$ cat config.mk
export PLATFORM = sky130hd
export DESIGN_NAME = signal_lamp_monitor
export DESIGN_NICKNAME = d
export VERILOG_FILES = /design/src/rtl/traffic_pkg.sv /design/src/rtl/lamp_blink_gen.sv /design/src/rtl/signal_lamp_monitor.sv
export SDC_FILE = /design/constraint.sdc
export NUM_CORES = 1
export LEC_CHECK = 0
export ABC_AREA = 1
export BUFFER_PORTS_ARGS = -buffer_cell sky130_fd_sc_hd__buf_2
export CAP_MARGIN = 30
export CELL_PAD_IN_SITES_DETAIL_PLACEMENT = 1
export CELL_PAD_IN_SITES_GLOBAL_PLACEMENT = 1
export CORE_ASPECT_RATIO = 1.2
export CORE_MARGIN = 3
export CORE_UTILIZATION = 30
export CTS_BUF_LIST = sky130_fd_sc_hd__clkbuf_16
export CTS_CLUSTER_DIAMETER = 150
export DETAILED_ROUTE_END_ITERATION = 16
export MAX_ROUTING_LAYER = met4
export PLACE_DENSITY_LB_ADDON = 0.25
export SYNTH_ARGS = -nofsm -noshare
export SYNTH_HDL_FRONTEND = slang
export SYNTH_SLANG_ARGS = --single-unit
$ cat constraint.sdc
create_clock -name clk -period 4.7 [get_ports clk]
set_input_delay 0.47 -clock clk [delete_from_list [all_inputs] [get_ports clk]]
set_output_delay 0.47 -clock clk [all_outputs]
set_load 0.03 [all_outputs]
$ cat src/rtl/traffic_pkg.sv
// Shared definitions for the traffic-light lamp stage: signal codes, fault causes,
// monitor states and the per-approach code extractor.
package traffic_pkg;

    localparam int NUM_APPR = 4;

    localparam logic [1:0] CODE_R   = 2'b00;
    localparam logic [1:0] CODE_Y   = 2'b01;
    localparam logic [1:0] CODE_G   = 2'b10;
    localparam logic [1:0] CODE_ILL = 2'b11;

    localparam logic [2:0] FLT_NONE         = 3'd0;
    localparam logic [2:0] FLT_ILLEGAL      = 3'd1;
    localparam logic [2:0] FLT_MULTI_GREEN  = 3'd2;
    localparam logic [2:0] FLT_GREEN_YELLOW = 3'd3;
    localparam logic [2:0] FLT_STALL        = 3'd4;

    typedef enum logic {
        ST_NORMAL = 1'b0,
        ST_FAULT  = 1'b1
    } state_t;

    function automatic logic [1:0] appr_code(input logic [2*NUM_APPR-1:0] word, input int idx);
        return word[2*idx +: 2];
    endfunction

endpackage

$ cat src/rtl/lamp_blink_gen.sv
// Flash timing for the all-yellow fault display: phase flips every BLINK_DIV clocks
// while enabled; a clear restarts the count with the phase on.
module lamp_blink_gen #(
    parameter int BLINK_DIV = 50_000
) (
    input  logic clk,
    input  logic rst_n,
    input  logic i_clr,
    input  logic i_en,
    output logic o_phase,
    output logic o_tick
);

    localparam int CNT_W = (BLINK_DIV > 1) ? $clog2(BLINK_DIV) : 1;
    localparam logic [CNT_W-1:0] CNT_LAST = CNT_W'(BLINK_DIV - 1);

    logic [CNT_W-1:0] r_cnt;
    logic             r_phase;

    // o_tick marks the clock on which the phase will flip, so callers can register the next phase.
    assign o_tick  = i_en && (r_cnt == CNT_LAST);
    assign o_phase = r_phase;

    always_ff @(posedge clk) begin
        if (!rst_n) begin
            r_cnt   <= '0;
            r_phase <= 1'b1;
        end else if (i_clr) begin
            r_cnt   <= '0;
            r_phase <= 1'b1;
        end else if (i_en) begin
            if (o_tick) begin
                r_cnt   <= '0;
                r_phase <= ~r_phase;
            end else begin
                r_cnt <= r_cnt + CNT_W'(1);
            end
        end
    end

endmodule

$ cat src/rtl/signal_lamp_monitor.sv
// Lamp driver and conflict monitor behind the traffic sequencer: decodes the packed signal
// word to R/Y/G lamps and latches a flashing-yellow fault on illegal, conflicting or stalled input.
//
// state     | meaning
// ST_NORMAL | lamps follow the registered signal word
// ST_FAULT  | all-yellow flash, first cause held until a clear with a clean word
module signal_lamp_monitor
    import traffic_pkg::*;
#(
    parameter int WDOG_CYCLES = 1_000_000,
    parameter int BLINK_DIV   = 50_000
) (
    input  logic       clk,
    input  logic       rst_n,
    input  logic [7:0] signal_in,
    input  logic       fault_clr,
    output logic [3:0] lamp_r,
    output logic [3:0] lamp_y,
    output logic [3:0] lamp_g,
    output logic       fault,
    output logic [2:0] fault_code
);

    localparam int WDOG_W = $clog2(WDOG_CYCLES + 1);
    localparam logic [WDOG_W-1:0] WDOG_LAST = WDOG_W'(WDOG_CYCLES - 1);

    logic [7:0]        r_sig_q;
    logic [WDOG_W-1:0] r_wdog;
    state_t            r_state;
    state_t            w_state_nxt;
    logic [3:0]        r_lamp_r, r_lamp_y, r_lamp_g;
    logic [2:0]        r_fault_code;

    logic [3:0] w_dec_r, w_dec_y, w_dec_g;
    logic [2:0] w_n_green, w_n_yel;
    logic       w_any_ill, w_multi_green, w_green_yellow, w_word_bad, w_stall;
    logic [2:0] w_cause;
    logic       w_enter, w_exit;
    logic       w_phase, w_tick, w_phase_nxt;
    logic [3:0] w_lamp_r_d, w_lamp_y_d, w_lamp_g_d;
    logic [2:0] w_code_d;

    always_ff @(posedge clk) begin
        if (!rst_n) r_sig_q <= 8'h00;
        else        r_sig_q <= signal_in;
    end

    // wdog counts edges since sig_q last changed, so it sits at WDOG_LAST once sig_q
    // has been visible unchanged for WDOG_CYCLES clocks.
    always_ff @(posedge clk) begin
        if (!rst_n)                      r_wdog <= '0;
        else if (w_exit)                 r_wdog <= '0;
        else if (signal_in != r_sig_q)   r_wdog <= '0;
        else if (r_wdog != WDOG_LAST)    r_wdog <= r_wdog + WDOG_W'(1);
    end

    always_comb begin
        w_dec_r   = '0;
        w_dec_y   = '0;
        w_dec_g   = '0;
        w_n_green = '0;
        w_n_yel   = '0;
        w_any_ill = 1'b0;
        for (int i = 0; i < NUM_APPR; i++) begin
            case (appr_code(r_sig_q, i))
                CODE_R: w_dec_r[i] = 1'b1;
                CODE_Y: begin
                    w_dec_y[i] = 1'b1;
                    w_n_yel    = w_n_yel + 3'd1;
                end
                CODE_G: begin
                    w_dec_g[i] = 1'b1;
                    w_n_green  = w_n_green + 3'd1;
                end
                CODE_ILL: w_any_ill = 1'b1;
                default:  w_any_ill = 1'b1;
            endcase
        end
    end

    assign w_multi_green  = (w_n_green >= 3'd2);
    assign w_green_yellow = (w_n_green == 3'd1) && (w_n_yel != 3'd0);
    assign w_word_bad     = w_any_ill || w_multi_green || w_green_yellow;
    assign w_stall        = (r_wdog == WDOG_LAST);

    always_comb begin
        w_cause = FLT_NONE;
        if (w_any_ill)           w_cause = FLT_ILLEGAL;
        else if (w_multi_green)  w_cause = FLT_MULTI_GREEN;
        else if (w_green_yellow) w_cause = FLT_GREEN_YELLOW;
        else if (w_stall)        w_cause = FLT_STALL;
    end

    always_ff @(posedge clk) begin
        if (!rst_n) r_state <= ST_NORMAL;
        else        r_state <= w_state_nxt;
    end

    // A stalled-but-clean word may be cleared; only checks on the word content block the exit.
    always_comb begin
        w_state_nxt = r_state;
        case (r_state)
            ST_NORMAL: if (w_cause != FLT_NONE)        w_state_nxt = ST_FAULT;
            ST_FAULT:  if (fault_clr && !w_word_bad)   w_state_nxt = ST_NORMAL;
            default:                                   w_state_nxt = ST_NORMAL;
        endcase
    end

    assign w_enter = (r_state == ST_NORMAL) && (w_state_nxt == ST_FAULT);
    assign w_exit  = (r_state == ST_FAULT)  && (w_state_nxt == ST_NORMAL);

    lamp_blink_gen #(
        .BLINK_DIV (BLINK_DIV)
    ) u_blink (
        .clk     (clk),
        .rst_n   (rst_n),
        .i_clr   (w_enter),
        .i_en    (r_state == ST_FAULT),
        .o_phase (w_phase),
        .o_tick  (w_tick)
    );

    assign w_phase_nxt = w_tick ? ~w_phase : w_phase;

    // Lamps are driven from the next state so a faulty word is never displayed.
    always_comb begin
        w_lamp_r_d = '0;
        w_lamp_y_d = '0;
        w_lamp_g_d = '0;
        w_code_d   = r_fault_code;
        if (w_state_nxt == ST_NORMAL) begin
            w_lamp_r_d = w_dec_r;
            w_lamp_y_d = w_dec_y;
            w_lamp_g_d = w_dec_g;
            w_code_d   = FLT_NONE;
        end else if (w_enter) begin
            w_lamp_y_d = 4'hF;
            w_code_d   = w_cause;
        end else begin
            w_lamp_y_d = {4{w_phase_nxt}};
        end
    end

    always_ff @(posedge clk) begin
        if (!rst_n) begin
            r_lamp_r     <= 4'hF;
            r_lamp_y     <= 4'h0;
            r_lamp_g     <= 4'h0;
            r_fault_code <= FLT_NONE;
        end else begin
            r_lamp_r     <= w_lamp_r_d;
            r_lamp_y     <= w_lamp_y_d;
            r_lamp_g     <= w_lamp_g_d;
            r_fault_code <= w_code_d;
        end
    end

    assign lamp_r     = r_lamp_r;
    assign lamp_y     = r_lamp_y;
    assign lamp_g     = r_lamp_g;
    assign fault      = (r_state == ST_FAULT);
    assign fault_code = r_fault_code;

endmodule
==> impl_results.md, run 1 <==
* Status: completed
* Placed Cells at 588
* Initial core utilization at 30.8%
* #FFs+latches synth at 61
* Cell chosen for the clock root: clkbuf_16
* Worst Path Arrival at 3190 ps
* WL met2 at 4150 um
* Clock Skew at 5.38 ps
* CTS Buf Count at 9
* P_sw at 0.000347 W
* Combinational share of power at 12.4%
* Tightest Pin Transition at 925 ps
* Setup Crit Path Kind: flip-flop to flip-flop
* IO Count at 27
* Core Region at 10100 sq um
* Sequential Power Share at 41.5%
* Max VDD drop at 0.211 mV
* Fraction of layout cells with a size suffix above 1 at 13.2%
* Clock-pin slew on the worst setup and hold paths at 50 ps
* DRT Pass-1 Iters at 4
* DP HPWL at 6180 um
* Total power after layout at 0.00133 W
* CTS Hold Bufs at 0
* Min Tclk post-route at 3030 ps
* R2r worst-path depth at 16
* Critical path peak fanout at 20
* IO buf count at 26
* R2R Path Start: r_sig_q[2]$_SDFF_PN0_
* Distinct cell type count after synthesis at 36
* R2R Setup Slk at 1670 ps
* Pwr per Cell Area at 367 nW/um^2
* Crit path required time at 4860 ps
* Lkg Pwr at 1.50 nW
* Final Instance Count excl. Fillers at 602
* Die H at 117 um
* Internal power at 0.000983 W
* Setup-failing EPs final at 0
* Max Used Layer: met4
* Hold Path Stages at 3
* DRT Wirelength at 8010 um
* Antenna Nets Post-Route at 0
* Setup TNS at 0 ps
* Startpoint types: flip-flop
* Crit Reg-Reg Endpoint: r_wdog[5]$_SDFFE_PP0P_
* RSZ-0062 raised after global routing: false
* Clk_lat worst skew at 320 ps
* Initial drt markers at 66
* Post-synthesis cell count at 441
* GRT overflow at 0
* Max Cap Viol at 0
* Layout area overhead at 17.0%
* FP Rows at 40
* Syn Nets at 459
* Largest net degree at the start of global routing at 21
* CTS Buffer Depth at 2
* Hold Path Class: input port to flip-flop
* Global-route usage over all layers at 15.0%
* Synth Cell Area at 3100 sq um
* WL met1 at 3460 um
* First-pass GRT wire length at 13700 um
* Vias in the first global route at 2968
* # DRC at 0
* Post-Syn Area per Cell at 7.03 sq um
* Number of post-CTS setup repair buffers at 0
* Max Clk Rate at 0.330 GHz
* Via density at 4.72
* Wire length per cell at 13.3 um
* Rel. slew slack at 38.3%
* Placer Congestion at 0.846
* Endpoint class of the critical path: flip-flop
* CTS HTree Levels at 3
* Post-CTS sizing at 0
* Initial antenna violation count at 0
* Met3 WL post-DR at 225 um
* CTS tree: built
* Slew Limit Fails at 0
* Clock group share of total power at 46.1%
* Seq/Total Area, Yosys at 39.4%
* Worst setup path start: r_sig_q[2]$_SDFF_PN0_
* Setup crit end: r_wdog[5]$_SDFFE_PP0P_
* Die X at 98.8 um
* Final net count at 491
* Vias at 2841
* Ant. Diodes at 0
* YS warnings at 0
* Final Hold Vio Count at 0
* Final Cycle Share at 64.4%
* Switching portion of total power at 26.1%
* Clock sinks at 61
* Die Area at 11600 sq um
-- worst min path at each step --
stage | start | end | slack, ps
finish | signal_in[0] | r_sig_q[0]$_SDFF_PN0_ | 340
global route | signal_in[1] | r_sig_q[1]$_SDFF_PN0_ | 360
CTS | signal_in[1] | r_sig_q[1]$_SDFF_PN0_ | 330
detailed placement | r_wdog[3]$_SDFFE_PP0P_ | r_wdog[3]$_SDFFE_PP0P_ | 490
global placement | r_wdog[1]$_SDFFE_PP0P_ | r_wdog[1]$_SDFFE_PP0P_ | 470
floorplan | r_wdog[3]$_SDFFE_PP0P_ | r_wdog[3]$_SDFFE_PP0P_ | 460
-- power groups by stage --
stage,sequential (W),clock [W],combinational (W)
after floorplan,0.000587,0,0.0000906
after global placement,0.000562,0,0.000165
after detailed placement,0.000563,0,0.000168
after CTS,0.000552,0.000636,0.000169
after global routing,0.000554,0.000659,0.000185
final,0.000552,0.000613,0.000165
-- per-layer routing --
| layer | up-vias | GRT usage [%] |
|---|---|---|
| li1 | 1471 | - |
| met1 | 1323 | 16.5 |
| met2 | 32 | 26.0 |
| met3 | 15 | 3.33 |
| met4 | 0 | 5.89 |
| met5 | - | - |
-- final cells by class --
type	count	area [sq um]
Fill cell	1285	6430
Multi-Input combinational cell	304	1580
Sequential cell	61	1220
Inverter	71	267
Clock buffer	9	225
Tap cell	126	158
Timing Repair Buffer	26	130
Clock inverter	5	46.3
-- cells in the mapped netlist (all sizes together) --
cell type | count | area [sq um]
a211oi | 1 | 7.51
nand3 | 31 | 175
nand2 | 96 | 380
and2 | 1 | 6.26
xnor2 | 6 | 52.6
a22o | 1 | 8.76
o21ai | 21 | 109
clkbuf | 2 | 7.51
a21oi | 25 | 125
buf | 3 | 23.8
inv | 71 | 267
xor2 | 11 | 96.3
o2111ai | 2 | 23.8
nor3b | 2 | 20.0
a221oi | 1 | 8.76
o22ai | 1 | 6.26
nor2 | 60 | 233
a22oi | 2 | 15.0
dfxtp | 61 | 1220
nand4 | 12 | 75.1
or2 | 4 | 25.0
nor3 | 20 | 126
ha | 7 | 87.6
-- logic make-up (layout without fill, tap and decap cells) --
| group | Yosys count | in the layout | share of synthesized area (%) |
|---|---|---|---|
| buffers and inverters | 76 | 111 | 9.60 |
| adder cells (fa/ha/maj) | 7 | 7 | 2.82 |
| AO/OA/AOI/OAI | 54 | 54 | 9.81 |
| AND/OR/NAND/NOR | 226 | 226 | 33.6 |
| flip-flops | 61 | 61 | 39.4 |
| XOR/XNOR | 17 | 17 | 4.80 |
-- state kept, by name, summed over array words and instances (netlist names), 3 cells and up --
| name | count |
|---|---|
| lamp_r | 4 |
| u_blink.r_cnt | 16 |
| r_wdog | 20 |
| lamp_g | 4 |
| fault_code | 3 |
| lamp_y | 4 |
| r_sig_q | 8 |
-- cell usage in the layout, fill, tap and decap left out, drive strengths merged, types with 4 or more instances in the layout --
cell | synthesis | routed
ha | 7 | 7
nand2 | 96 | 96
buf | 3 | 26
nand4 | 12 | 12
xnor2 | 6 | 6
nor2 | 60 | 60
xor2 | 11 | 11
a21oi | 25 | 25
inv | 71 | 73
or2 | 4 | 4
nand3 | 31 | 31
o21ai | 21 | 21
dfxtp | 61 | 61
nor3 | 20 | 20
clkbuf | 2 | 9
-- critical path, stage by stage, from the launching register on --
cell	delay [ps]
dfxtp_1	370
inv_1	80
nor2_1	180
inv_1	70
ha_1	290
nand3_1	110
nand2_1	110
inv_1	60
ha_1	280
nor2_1	100
nand2_1	60
nand2_1	60
nand2_1	60
nand3_2	130
nand3_2	90
o21ai_2	720
a21oi_1	80
-- stage by stage --
stage / setup slack (ps) / util (%) / hold WS (ps) / area [sq um]
final: 1670 / 36.1 / 340 / 3630
after global routing: 1250 / 36.1 / 360 / 3630
after CTS: 1630 / 36.1 / 331 / 3630
after detailed placement: 1630 / 33.4 / 490 / 3360
after global placement: 1800 / 33.4 / 471 / 3360
after floorplan: 2380 / - / 456 / 3100
Power figures use the tool's default switching activity.
==> run 2: changes to the inputs <==
==> constraint.sdc (replaced) <==
create_clock -name clk -period 2.5 [get_ports clk]
set_input_delay 0.25 -clock clk [delete_from_list [all_inputs] [get_ports clk]]
set_output_delay 0.25 -clock clk [all_outputs]
set_load 0.03 [all_outputs]
==> run 2 against run 1 <==
Compared with the run above:
- non-clock buffer count is 26 higher
- clock-buffer cell count stayed put
- critical path depth is 2 higher
- fmax is 25% higher
- global-route usage is 0.75 points higher
- highest routed layer unchanged
- die area stayed put
- hold slack worse by 220 ps
- first-iteration DRC count is 26% lower
==> impl_results.md, run 2 (synthesized netlist as in run 1, its figures left out) <==
* Status: completed
* CTS Buf Count at 9
* Wire length per cell at 14.5 um
* Startpoint types: flip-flop
* Fill count at 1237
* Global-route usage over all layers at 15.8%
* Tightest Pin Transition at 437 ps
* Final Hold Vio Count at 0
* Clock-pin slew on the worst setup and hold paths at 50 ps
* Max Clk Rate at 0.414 GHz
* Final net count at 517
* Die H at 117 um
* FP Rows at 40
* Largest net degree at the start of global routing at 21
* Fraction of layout cells with a size suffix above 1 at 26.6%
* Clock sinks at 61
* Initial antenna violation count at 0
* Clk_lat worst skew at 330 ps
* Pwr per Cell Area at 672 nW/um^2
* Max Cap Viol at 0
* Critical path peak fanout at 5
* Initial core utilization at 30.8%
* HP Start: signal_in[1]
* Finished layout cell area at 4150 sq um
* CTS Hold Bufs at 0
* Via density at 4.81
* Fin Hold WS at 119 ps
* First-pass GRT wire length at 14500 um
* Vias in the first global route at 3133
* GRT overflow at 0
* Layout area overhead at 33.8%
* Max VDD drop at 0.401 mV
* Cell chosen for the clock root: clkbuf_16
* Top delay family on crit path: simple AND/OR/NAND/NOR gates
* Crit path required time at 2710 ps
* Worst Path Arrival at 2630 ps
* Slowest cell on crit path: dfxtp_2
* CTS HTree Levels at 3
* R2R Path Start: r_sig_q[0]$_SDFF_PN0_
* Commonest non-fill, non-tap cells in the layout: 76 x nand2_1, 57 x dfxtp_1, 55 x inv_1, 53 x nor2_1, 26 x buf_2
* Endpoint class of the critical path: flip-flop
* Slew Limit Fails at 0
* Largest register by flop count: r_wdog
* Placed Instance Area at 3440 sq um
* CTS Buffer Depth at 2
* Clock Skew at 6.10 ps
* Max FFs per register at 20
* IO Count at 27
* Setup-failing EPs final at 0
* Most used cell, CP: nand2_2
* Ant. Diodes at 0
* CTS tree: built
* Worst setup path start: r_sig_q[0]$_SDFF_PN0_
* Final Cycle Share at 96.6%
* Critical Path, Cell by Cell: inv_4, nand2_4, inv_4, ha_4, inv_4, nand2_2, nand2_2, inv_2, ha_4, nand2_2, inv_1, nand2_1, nand2_2, nor3_4, nand3_4, o21ai_4, clkbuf_16, a21oi_1
* Rel. slew slack at 70.9%
* Die X at 98.8 um
* DP HPWL at 6300 um
* Setup Crit Path Kind: flip-flop to flip-flop
* Antenna Nets Post-Route at 0
* Finished Core Util at 41.2%
* Vias at 3028
* DRT Pass-1 Iters at 4
* Commonest non-fill, non-tap cell in the layout: nand2_1
* DRT Wirelength at 9120 um
* Lkg Pwr at 1.67 nW
* Initial drt markers at 49
* IO buf count at 26
* Die Area at 11600 sq um
* Min Tclk post-route at 2410 ps
* Crit-path max cell delay at 350 ps
* # DRC at 0
* Placer Congestion at 0.833
* Top flop regs: r_wdog: 20 flops, u_blink.r_cnt: 16 flops, r_sig_q: 8 flops
* Worst path buffer plus inverter count at 6
* Core Region at 10100 sq um
* Hold Path Class: input port to flip-flop
==> run 2: power by group <==
group | internal (W) | total, W | switching, W
Combinational | 0.000177 | 0.000465 | 0.000288
Clock | 0.000855 | 0.00129 | 0.000430
Sequential | 0.00101 | 0.00104 | 0.0000256
==> run 2: cell type report <==
class,instances,area (sq um),share of cell area [%]
clock buffer,9,225,5.43
clock inverter,6,78.8,1.90
inverter,71,274,6.61
multi-input combinational,304,1800,43.4
sequential,61,1230,29.7
tap,126,158,3.80
timing repair buffer,52,380,9.17
==> run 2: routing by layer <==
metal | vias to the layer above | share of wire, % | wire (um) | global-route usage, %
met2 | 41 | 53 | 4800 | 26.3
li1 | 1528 | - | - | -
met1 | 1437 | 42 | 3800 | 18.3
met3 | 22 | 2.7 | 250 | 3.27
met4 | 0 | 3.0 | 273 | 6.40
met5 | - | 0 | 0 | -
==> run 2: worst paths after layout <==
| kind | slack, ps | endpoint | cells after the start |
|---|---|---|---|
| worst max-delay path | 90 | r_wdog[5]$_SDFFE_PP0P_ | 18 |
| worst max register to register | 90 | r_wdog[5]$_SDFFE_PP0P_ | 18 |
| worst min-delay path | 120 | r_sig_q[1]$_SDFF_PN0_ | 3 |
| worst min register to register | 480 | r_wdog[1]$_SDFFE_PP0P_ | 2 |
==> run 2: worst reg2reg max path: cells and delay by family, from the launching register on <==
family,cells,cell delay (ps)
fa+ha+maj,2,390
flops,1,350
buf+inv,6,450
compound gates,2,360
simple gates,8,760
==> run 2: through the flow <==
stage	total power, W	std cells	TNS (ps)	setup slack [ps]
3_3_place_gp	0.00138	598	0	1.10
4_1_cts	0.00274	615	0	2.97
5_1_grt	0.00292	629	-1120	-81.9
3_5_place_dp	0.00139	598	-3750	-121
6_report	0.00279	629	0	86.1
2_1_floorplan	0.00127	441	0	177
==> run 2: what timing repair did <==
action | 4_1_cts | 5_1_grt
setup endpoints to repair | 50 | 53
resized for setup | 18 | 49
cloned | 0 | 3
buffers inserted | 2 | 11
pin swaps | 1 | 23
==> run 3: changes to the inputs <==
--- a/config.mk
+++ b/config.mk
@@ -5,7 +5,6 @@
 export SDC_FILE = /design/constraint.sdc
 export NUM_CORES = 1
 export LEC_CHECK = 0
-export ABC_AREA = 1
 export BUFFER_PORTS_ARGS = -buffer_cell sky130_fd_sc_hd__buf_2
 export CAP_MARGIN = 30
 export CELL_PAD_IN_SITES_DETAIL_PLACEMENT = 1
@@ -16,8 +15,10 @@
 export CTS_BUF_LIST = sky130_fd_sc_hd__clkbuf_16
 export CTS_CLUSTER_DIAMETER = 150
 export DETAILED_ROUTE_END_ITERATION = 16
+export HOLD_SLACK_MARGIN = 0.08
 export MAX_ROUTING_LAYER = met4
 export PLACE_DENSITY_LB_ADDON = 0.25
 export SYNTH_ARGS = -nofsm -noshare
 export SYNTH_HDL_FRONTEND = slang
+export SYNTH_HIERARCHICAL = 1
 export SYNTH_SLANG_ARGS = --single-unit
==> run 3 against run 2 <==
Compared with the run above:
- the run now ends with setup timing left
- hold slack improved by 29 ps
- sequential power about the same
- largest power group unchanged
- area after synthesis decreased by 6.1%
- combinational power down 3%
- cell count down 17%
- global-route usage increased by 1.0 points
==> impl_results.md, run 3 <==
* Core Region at 9270 sq um
* Combinational share of power at 16.7%
* Antenna Nets Post-Route at 0
* Worst path buffer plus inverter count at 0
* DP HPWL at 5070 um
* Ant. Diodes at 0
* Switching portion of total power at 26.8%
* Clock Skew at 9.73 ps
* Die X at 95.9 um
* Syn Nets at 339
* Post-synthesis adder-cell area fraction at 3.01%
* Distinct cell type count after synthesis at 50
* Synth Area in Compound Gates at 7.78%
* Max Cap Viol at 0
* #FFs+latches synth at 61
* Largest cells by area after synthesis: dfxtp_1 42%, xor2_1 8.7%, nor2_1 4.0%, nor3_1 4.0%, xnor2_1 3.9%
* Commonest non-fill, non-tap cells in the layout: 58 x dfxtp_1, 34 x buf_4, 28 x xor2_1, 26 x buf_2
* Rel. slew slack at 69.0%
* Fraction of layout cells with a size suffix above 1 at 33.3%
* GRT overflow at 0
* FP Rows at 38
* Die Area at 10900 sq um
* Clock group share of total power at 45.3%
* Worst Path Arrival at 3050 ps
* Most frequent cell after synthesis: dfxtp_1
* Final net count at 413
* Die H at 114 um
* Placed Instance Area at 3410 sq um
* Max VDD drop at 0.376 mV
* Post-synth top cells: 61 x dfxtp_1, 31 x nor2_1, 29 x xor2_1
* Final Hold Vio Count at 0
* Vias at 2606
* Via density at 5.01
* Lkg Pwr at 1.62 nW
* Slew Limit Fails at 0
* Post-Syn Area per Cell at 9.07 sq um
* Fill count at 1088
* Status: complete, but fails checks
* Top flop regs: r_wdog: 20 flops, u_blink/r_cnt: 16 flops, r_sig_q: 8 flops
* Clock sinks at 61
* Synth Cell Area at 2910 sq um
* YS warnings at 6
* Number of enable flip-flop cells after synthesis at 0
* Initial drt markers at 65
* CTS Buffer Depth at 2
* Hold Path Class: input port to flip-flop
* Setup TNS at -12680 ps
* Min Tclk post-route at 2830 ps
* CTS HTree Levels at 3
* Commonest non-fill, non-tap cell in the layout: dfxtp_1
* Post-synthesis cell count at 321
* Endpoint class of the critical path: flip-flop
* Setup-failing EPs final at 53
* First-pass GRT wire length at 13500 um
* Post-synth ARST share at 0%
* Critical path peak fanout at 5
* Main combinational cell family by area after synthesis: simple AND/OR/NAND/NOR gates
* Mux cell area share after synthesis at 0.688%
* Synth area leader: dfxtp_1
* Critical Path, Cell by Cell: and2b_2, ha_4, xor2_4, ha_4, nor3_2, or4b_4, a32o_2, or3_4, o211a_1
* Failing checks: setup timing
* Final Cycle Share at 113%
* DRT Pass-1 Iters at 4
* Sequential Power Share at 38.0%
* Total power after layout at 0.00269 W
* Largest net degree at the start of global routing at 28
* Slowest cell on crit path: or4b_4
* P_sw at 0.000721 W
* Layout area overhead at 38.7%
* Global-route usage over all layers at 16.8%
* Synth Area in Simple Gates at 31.2%
* Max FFs per register at 20
* Vias in the first global route at 2791
* Startpoint types: flip-flop
* IO Count at 27
* CTS tree: built
* RSZ-0062 raised after global routing: true
* Initial antenna violation count at 0
* Synth Flop Type: dfxtp_1
* Top delay family on crit path: simple AND/OR/NAND/NOR gates
* Worst setup margin at -329 ps
* Most used cell, CP: ha_4
* XOR/XNOR Fraction of Synth Area at 12.6%
* Initial core utilization at 31.4%
* Max Clk Rate at 0.353 GHz
* # DRC at 0
* Crit-path max cell delay at 520 ps
* DRT Wirelength at 7990 um
* Largest register by flop count: r_wdog
* Cell chosen for the clock root: clkbuf_16
* Wire length per cell at 15.4 um
* Finished layout cell area at 4040 sq um
* Seq/Total Area, Yosys at 41.9%
* Synth top area share at 41.9%
* Clk_lat worst skew at 340 ps
* Pwr per Cell Area at 666 nW/um^2
* Placer Congestion at 0.794
* Tightest Pin Transition at 465 ps
* Setup Crit Path Kind: flip-flop to flip-flop
* Crit path required time at 2720 ps
* Clock-pin slew on the worst setup and hold paths at 50 ps
* CTS Buf Count at 9
* IO buf count at 26
* Internal power at 0.00197 W
## run 3: changes by cell type in the layout (fill, tap and decap cells not counted), sizes merged, moves of 6 or more
cell / previous run / this run
and2b: 0 / 6
nand2: 96 / 25
a21oi: 25 / 7
inv: 71 / 5
xnor2: 6 / 13
buf: 50 / 71
and2: 1 / 10
nand3: 31 / 12
o21ai: 21 / 5
nor2: 60 / 31
and3: 0 / 10
xor2: 11 / 29
## run 3: layout make-up
cell class                 count  area (sq um)  share of cell area [%]
tap                          120           150                    3.72
inverter                       5          18.8                   0.465
clock inverter                 7          66.3                    1.64
sequential                    61          1230                    30.4
multi-input combinational    246          1810                    44.7
timing repair buffer          72           543                    13.4
clock buffer                   9           225                    5.58
## run 3: cells by family after synthesis
logic type	after synthesis
muxes	2
DFF	61
AOI/OAI and AO/OA	31
and+or+nand+nor	162
xor gates and xnor gates	42
buffers and inverters	16
adders and majority gates	7
## run 3: stage by stage
step	setup WS (ps)	instances	hold WS [ps]	util, %
floorplan	-393	321	372	-
CTS	-282	517	140	42.8
detailed placement	-443	487	472	36.8
global route	-403	520	157	43.5
global placement	-373	487	458	36.8
finish	-329	520	148	43.5
## run 3: what timing repair did
action | in CTS | in global routing
buffers inserted | 11 | 2
setup endpoints to repair | 52 | 53
hold buffers | 0 | 0
pin swaps | 37 | 2
gates cloned | 3 | 1
resized for setup | 34 | 16
## run 3: power groups by stage
stage,Combinational (W),Clock (W),Sequential (W)
after global placement,0.000343,0,0.00104
after global routing,0.000487,0.00130,0.00103
after detailed placement,0.000348,0,0.00105
after floorplan,0.000167,0,0.00110
after CTS,0.000428,0.00126,0.00102
final,0.000449,0.00122,0.00102
## run 3: final timing paths
check / start / to / slack, ps / cells past startpoint
max reg2reg: r_sig_q[2]$_SDFF_PN0_ / lamp_y[0]$_SDFF_PN0_ / -330 / 9
max: r_sig_q[2]$_SDFF_PN0_ / lamp_y[0]$_SDFF_PN0_ / -330 / 9
min: signal_in[4] / r_sig_q[4]$_SDFF_PN0_ / 150 / 2
min reg2reg: u_blink/o_phase$_SDFFE_PP1P_ / u_blink/o_phase$_SDFFE_PP1P_ / 520 / 2
## run 3: layer usage
metal | vias to the layer above | track usage (%) | part of all wire, %
li1 | 1280 | - | -
met1 | 1263 | 18.4 | 43
met2 | 45 | 26.9 | 51
met3 | 18 | 3.96 | 3.0
met4 | 0 | 10.6 | 3.4
met5 | - | - | 0
